<file path="src/rtl/matmul_pkg.sv">
// Shared definitions for the matrix-multiply datapath: mode encodings and
// the per-lane staircase delay used by the skew/deskew bank.
package matmul_pkg;

  typedef enum logic {
    MODE_SKEW   = 1'b0,
    MODE_DESKEW = 1'b1
  } mode_e;

  // Skew delays lane k by k steps; deskew mirrors the staircase.
  function automatic int unsigned lane_delay(input int unsigned k,
                                             input int unsigned step,
                                             input int unsigned lanes,
                                             input mode_e       mode);
    if (mode == MODE_DESKEW) begin
      return (lanes - 1 - k) * step;
    end
    return k * step;
  endfunction

endpackage

</file>
<file path="src/rtl/lane_shift_reg.sv">
// One lane of the delay bank: a DEPTH-stage shift register of data+valid with
// a selectable output tap. Invalid entries are stored as zero data.
module lane_shift_reg #(
  parameter int unsigned WIDTH = 8,
  parameter int unsigned DEPTH = 4,
  localparam int unsigned TW   = (DEPTH > 1) ? $clog2(DEPTH) : 1
) (
  input  logic             clk,
  input  logic             reset,
  input  logic             en,
  input  logic [WIDTH-1:0] d,
  input  logic             v,
  input  logic [TW-1:0]    tap,
  output logic [WIDTH-1:0] q,
  output logic             qv,
  output logic             any_valid
);

  logic [WIDTH-1:0] data_q [DEPTH];
  logic [DEPTH-1:0] valid_q;

  always_ff @(posedge clk) begin
    if (reset) begin
      valid_q <= '0;
      for (int i = 0; i < DEPTH; i++) data_q[i] <= '0;
    end else if (en) begin
      valid_q   <= {valid_q[DEPTH-2:0], v};
      data_q[0] <= v ? d : '0;
      for (int i = 1; i < DEPTH; i++) data_q[i] <= data_q[i-1];
    end
  end

  assign qv        = valid_q[tap];
  assign q         = qv ? data_q[tap] : '0;
  assign any_valid = |valid_q;

endmodule

</file>
<file path="src/rtl/skew_delay_bank.sv">
// Multi-lane staircase delay: skews operand rows into the systolic array or
// deskews its result rows, with stall, busy and an idle-only mode switch.
module skew_delay_bank
  import matmul_pkg::*;
#(
  parameter int unsigned WIDTH = 8,
  parameter int unsigned LANES = 4,
  parameter int unsigned STEP  = 1
) (
  input  logic                   clk,
  input  logic                   reset,
  input  logic                   en,
  input  logic                   mode,
  input  logic [LANES*WIDTH-1:0] din,
  input  logic                   din_valid,
  output logic [LANES*WIDTH-1:0] dout,
  output logic [LANES-1:0]       dout_valid,
  output logic                   busy,
  output logic                   mode_q
);

  localparam int unsigned MAXD  = (LANES - 1) * STEP;
  localparam int unsigned DEPTH = MAXD + 1;
  localparam int unsigned TW    = (DEPTH > 1) ? $clog2(DEPTH) : 1;

  mode_e            mode_r;
  logic [LANES-1:0] any_v;

  // Mode only changes with nothing stored and nothing arriving, so taps never
  // move under a row in flight.
  always_ff @(posedge clk) begin
    if (reset) begin
      mode_r <= MODE_SKEW;
    end else if (en && !busy && !din_valid) begin
      mode_r <= mode_e'(mode);
    end
  end

  for (genvar k = 0; k < LANES; k++) begin : g_lane
    logic [TW-1:0] tap;
    assign tap = TW'(lane_delay(k, STEP, LANES, mode_r));

    lane_shift_reg #(
      .WIDTH (WIDTH),
      .DEPTH (DEPTH)
    ) u_lane (
      .clk       (clk),
      .reset     (reset),
      .en        (en),
      .d         (din[k*WIDTH +: WIDTH]),
      .v         (din_valid),
      .tap       (tap),
      .q         (dout[k*WIDTH +: WIDTH]),
      .qv        (dout_valid[k]),
      .any_valid (any_v[k])
    );
  end

  assign busy   = |any_v;
  assign mode_q = mode_r;

endmodule

</file>
<file path="config.mk">
export PLATFORM = sky130hd
export DESIGN_NAME = skew_delay_bank
export DESIGN_NICKNAME = d
export VERILOG_FILES = /design/src/rtl/matmul_pkg.sv /design/src/rtl/lane_shift_reg.sv /design/src/rtl/skew_delay_bank.sv
export SDC_FILE = /design/constraint.sdc
export NUM_CORES = 1
export LEC_CHECK = 0
export CELL_PAD_IN_SITES_DETAIL_PLACEMENT = 0
export CELL_PAD_IN_SITES_GLOBAL_PLACEMENT = 1
export CORE_MARGIN = 2
export CORE_UTILIZATION = 50
export DETAILED_ROUTE_END_ITERATION = 8
export HOLD_SLACK_MARGIN = 0.02
export PLACE_DENSITY_LB_ADDON = 0.1
export SKIP_LAST_GASP = 1
export SLEW_MARGIN = 25
export SYNTH_ARGS = -nofsm -noshare
export SYNTH_HDL_FRONTEND = slang
export SYNTH_HIERARCHICAL = 1
export SYNTH_SLANG_ARGS = --single-unit
</file>
<file path="constraint.sdc">
create_clock -name clk -period 4.8 [get_ports clk]
set_input_delay 0.48 -clock clk [delete_from_list [all_inputs] [get_ports clk]]
set_output_delay 0.48 -clock clk [all_outputs]
set_load 0.01 [all_outputs]
</file>
Word-level counts from Yosys, hierarchy flattened
Memory sizes are Yosys's and may differ from the RTL's.
Cells that the tools add are included.
W data, S select, Z words.

storage, ports and cells
  input bits = 37
  register bits = 17
  memories kept = 4
  bits in writable memories = 128
  output and inout port bits = 38

cells by class
  muxes and demuxes = 45
  bitwise gates (word level) = 16
  order comparisons = 4
  reduce and logical (&&, ||, !) cells = 5

memory list
  name                     words  width  rd ports  clocked after memory_dff  write ports  RTL line              source
  g_lane[0].u_lane.data_q  4      8      4         0                         4            lane_shift_reg.sv:19  logic [WIDTH-1:0] data_q [DEPTH];
  g_lane[1].u_lane.data_q  4      8      4         0                         4            lane_shift_reg.sv:19
  g_lane[2].u_lane.data_q  4      8      4         0                         4            lane_shift_reg.sv:19
  g_lane[3].u_lane.data_q  4      8      4         0                         4            lane_shift_reg.sv:19

operators by type and width
  operator              number
  $mux W8               24
  $or A1 B1 Y1          16
  $reduce_or A16 Y1     1
  $lt A2 B3 Y1 const B  4
  $mux W2               6
  $mux W1               11
  $bmux W1 S2           4
  $logic_and A1 B1 Y1   2
  $logic_not A1 Y1      2

Logic depth before layout (Yosys ltp)
  depth in word-level cells = 5
  mapped depth = 4

Hierarchy
Netlist, hierarchy kept.

modules (own cells, without submodules)
  module           area an instance (um^2)  seq. area each (um^2)  times used  cells each
  lane_shift_reg   1629.1                   1041.0                 4           102
  skew_delay_bank  72.6                     20.0                   1           8

Least setup slack after synthesis
Ideal clock, no wire load.

  path type = reg2out
  start = register mode_r (netlist: mode_q)
  end = output port dout[10]
  setup slack = 2864 ps
  data arrival time = 1456 ps
  stages on the path, launching flop included = 5
  buffers on the path = 1
  cell sequence = dfxtp_1 inv_1 buf_6 mux4_2 and2_1

on the way
  cells in the longest elaborated chain, start to end = 5
  elaborated cells on any way between the ends = 7
  those cells by class = mux: 6; memory: 1

RTL lines
  what                           RTL line               source
  start: declaration             skew_delay_bank.sv:26  mode_e mode_r;
  start signal: assignment       skew_delay_bank.sv:35  mode_r <= mode_e'(mode);
  $mux W1                        matmul_pkg.sv:15       if (mode == MODE_DESKEW) begin
  $mux W2                        matmul_pkg.sv:18       return k * step;
  named net g_lane[1].tap[0]     skew_delay_bank.sv:40  logic [TW-1:0] tap;
  $bmux W1 S2                    lane_shift_reg.sv:33   assign qv = valid_q[tap];
  $mux W1 (not written as such)  lane_shift_reg.sv:33
  named net dout_valid[1]        skew_delay_bank.sv:17  output logic [LANES-1:0] dout_valid,
  $mux W8                        lane_shift_reg.sv:34   assign q = qv ? data_q[tap] : '0;
  end: declaration               skew_delay_bank.sv:16  output logic [LANES*WIDTH-1:0] dout,

The timed path passes the listed nets, and every way through them passes these cells. The select of a mux whose other input is x is not followed.

Worst setup path in the final report
  start = register mode_r (netlist: mode_q)
  end = output port dout[10]

on the way
  cells in the longest elaborated chain, start to end = 5
  elaborated cells on any way between the ends = 7
  those cells by class = mux: 6; memory: 1

RTL lines
  what                           RTL line
  $mux W1 *                      matmul_pkg.sv:15
  $mux W2 *                      matmul_pkg.sv:18
  named net g_lane[1].tap[0]     skew_delay_bank.sv:40
  $bmux W1 S2                    lane_shift_reg.sv:33
  $mux W1 (not written as such)  lane_shift_reg.sv:33
  $mux W8 *                      lane_shift_reg.sv:34

Mark *: on every way through the listed nets, which the timed path passes. The rest lies on a longest branch. The select of a mux whose other input is x is not followed.

==> summary.md <==
| Metric | Value |
|---|---|
| RSZ-0062 raised after global routing | false |
| Required @ worst endpoint | 4.32 ns |
| TritonCTS clock tree | done |
| Die area | 0.0141 mm2 |
| Routability cong. | 0.702 |
| Crit Path Class | register to output pin |
| Clk_lat worst skew | 0.40 ns |
| Post-route cell area | 0.00797 mm2 |
| Post-CTS Resized | 0 |
| Total grt overflow | 0 |
| Clock sink count | 145 |
| Synth top area cells | edfxtp_1 (58%), mux4_1 (13%), and2_1 (12%) |
| Top Ports | 75 |
| PwrDens | 361 mW/mm2 |
| Outcome | finished clean |
| Ys async rst share | 0% |
| Filler cells | 990 |
| Post-synthesis cell area | 0.00659 mm2 |
| Setup crit start kind | register |
| I/O Buffers | 74 |
| Comb power frac | 6.7% |
| Vias per std cell | 5.30 |
| Syn_nets | 453 |
| Leakage | 3.27 nW |
| Core Rows | 41 |
| Least-Margin Pin Slew | 0.971 ns |
| CP Data Arrival Time | 2.74 ns |
| Tmin final | 3.22 ns |
| Antenna violations before repair | 0 |
| TritonRoute pass-1 iters | 4 |
| Hold Violations, Final | 0 |
| Area of the multi-input gates | 0.00225 mm2 |
| Period utilization | 67.1% |
| Core area | 0.0127 mm2 |
| Die Wd | 119 um |
| Post-Synth Adder-Cell Area | 0% |
| Fin nets | 524 |
| #FFs+latches synth | 145 |
| Drt total wl | 11000 um |
| Clock Skew | 0.00416 ns |
| Post-synth EDFFs | 128 |
| Share of post-route cells with drive strength above 1 | 7.41% |
| Starting density of the core | 51.8% |
| Die Ht | 119 um |
| Synth cell types | 20 |
| FF/Latch Area | 0.00419 mm2 |
| Setup crit end kind | output pin |
| Post-Synth XOR/XNOR Area | 0% |
| Final ANT Viol Nets | 0 |
| Total GRT Usage | 16.3% |
| Worst-path fanout max | 36 |
| Internal Dissipation | 2.31 mW |
| Fin. max-slew vios | 0 |
| Avg Cell Area, Syn | 15.8 um2 |
| Ant diodes | 0 |
| Combinational family with the most area after synthesis | simple AND/OR/NAND/NOR gates |
| DP HPWL | 6320 um |
| Drc violations | 0 |
| Max cap viols | 0 |
| Mapped Cells | 416 |
| Slew headroom | 35.0% |
| Synth top area share | 58.3% |
| TritonCTS buffer count | 17 |
| H-tree levels | 4 |
| Synth cell count leaders | and2_1 (128), edfxtp_1 (128), and3_1 (32), mux4_1 (32), dfxtp_1 (17) |
| Hold-fix buffer count after cts | 0 |
| IR drop worst, VDD | 0.000207 V |
| DRT iter0 DRCs | 219 |
| Largest net degree at the start of global routing | 39 |
| Max Root-Sink Buffers | 2 |
| Area after DPL | 0.00743 mm2 |
| Ys flop type | edfxtp_1 |
| Switching share of power | 19.7% |
| Sequential share of the synthesized area | 63.5% |
| First-pass GRT wire length | 17700 um |
| Setup bufs post-CTS | 0 |
| Sequential power share | 51.5% |
| # setup viols final | 0 |
| Tot Pwr | 2.88 mW |
| Achievable frequency | 311 MHz |
| Vias | 3554 |
| Drt wl/cell | 16.4 um |
| Area Overhead vs Synth | 20.9% |
| Synth Area in Simple Gates | 17.4% |
| Mux cell area share after synthesis | 16.0% |
| CTS clk-pin slew, worst paths | 0.05 ns |
| Synth warn | 6 |
| Clock share of power | 41.8% |
| Leading area contributor after synthesis | edfxtp_1 |
| TNS Setup | 0 ns |
| Switching power | 0.568 mW |
| Vias in the first global route | 3385 |
| Post-synthesis compound-gate area fraction | 0.855% |
| Worst min path class | register to register |
| CTS root buf | clkbuf_16 |
area by class of cell:
type	count	area share, %
Inverter	6	0.283
Clock inverter	9	1.15
Clock buffer	22	5.58
Sequential cell	145	52.5
Tap cell	172	2.70
Multi-Input combinational cell	241	28.3
Timing Repair Buffer	76	9.49
registers in the layout, indices dropped and copies added (netlist names):
name                   cells
g_lane.u_lane/data_q     128
g_lane.u_lane/valid_q     16
mode_q                     1
layout by cell type, fill, tap and decap left out:
master | netlist | final
and2_1 | 128 | 128
edfxtp_1 | 128 | 128
clkdlybuf4s50_1 | 0 | 74
mux4_1 | 32 | 32
and3_1 | 32 | 32
clkbuf_16 | 0 | 17
nor2_1 | 16 | 16
dfxtp_1 | 17 | 16
mux2i_1 | 12 | 12
inv_2 | 0 | 5
clkbuf_1 | 12 | 5
clkinv_2 | 0 | 4
mux4_2 | 4 | 4
or4_1 | 4 | 4
and2b_1 | 4 | 4
a22o_1 | 4 | 4
clkinv_1 | 0 | 3
bufinv_16 | 0 | 2
buf_4 | 0 | 2
or4_4 | 1 | 1
inv_1 | 6 | 1
nand2b_1 | 1 | 1
nor2b_1 | 1 | 1
o21ai_0 | 1 | 1
o41ai_2 | 1 | 1
dfxtp_2 | 0 | 1
power by group through the flow:
stage	Combinational (mW)	Clock [mW]	Sequential (mW)
floorplan	0.124	0	1.49
global placement	0.193	0	1.50
detailed placement	0.196	0	1.51
CTS	0.197	1.23	1.48
global route	0.211	1.29	1.49
finish	0.194	1.20	1.48
worst max-delay path, cell delays in order (launching register included):
cell	delay (ns)
dfxtp_2	0.32
inv_2	0.62
mux4_2	0.73
and2_1	0.20
clkdlybuf4s50_1	0.48
stage by stage:
stage / util (%) / hold WS, ns / worst slack (ns) / std cells
6_report: 62.6 / 0.513 / 1.58 / 671
5_1_grt: 62.6 / 0.553 / 1.40 / 671
4_1_cts: 62.6 / 0.517 / 1.51 / 671
3_5_place_dp: 58.4 / 0.501 / 1.95 / 640
3_3_place_gp: 58.4 / 0.486 / 1.80 / 640
2_1_floorplan: - / 0.469 / 2.86 / 416
per-layer routing:
metal  GRT usage (%)  routed length [um]  vias up
li1                -                   -     1712
met1            22.4                5350     1766
met2            24.9                5180       68
met3            4.73                 375        8
met4            5.80                  74        0
met5               0                   0        -
cell families (layout without fill, tap and decap cells):
kind of cell,Yosys count,count (layout)
and+or+nand+nor,187,187
DFF,145,145
muxes,48,48
buffers and inverters,30,113
AOI/OAI and AO/OA,6,6
final timing paths:
| kind | depth (start not counted) | from | slack (ns) | endpoint |
|---|---|---|---|---|
| setup / recovery | 4 | mode_q$_SDFFE_PP0P_ | 1.58 | dout[10] |
| hold / removal | 2 | g_lane[3].u_lane/valid_q[3]$_SDFFE_PP0P_ | 0.51 | g_lane[3].u_lane/valid_q[3]$_SDFFE_PP0P_ |
| setup reg to reg | 4 | g_lane[1].u_lane/valid_q[3]$_SDFFE_PP0P_ | 2.92 | mode_q$_SDFFE_PP0P_ |
| hold reg to reg | 2 | g_lane[3].u_lane/valid_q[3]$_SDFFE_PP0P_ | 0.51 | g_lane[3].u_lane/valid_q[3]$_SDFFE_PP0P_ |
(Power assumes the default switching activity.)
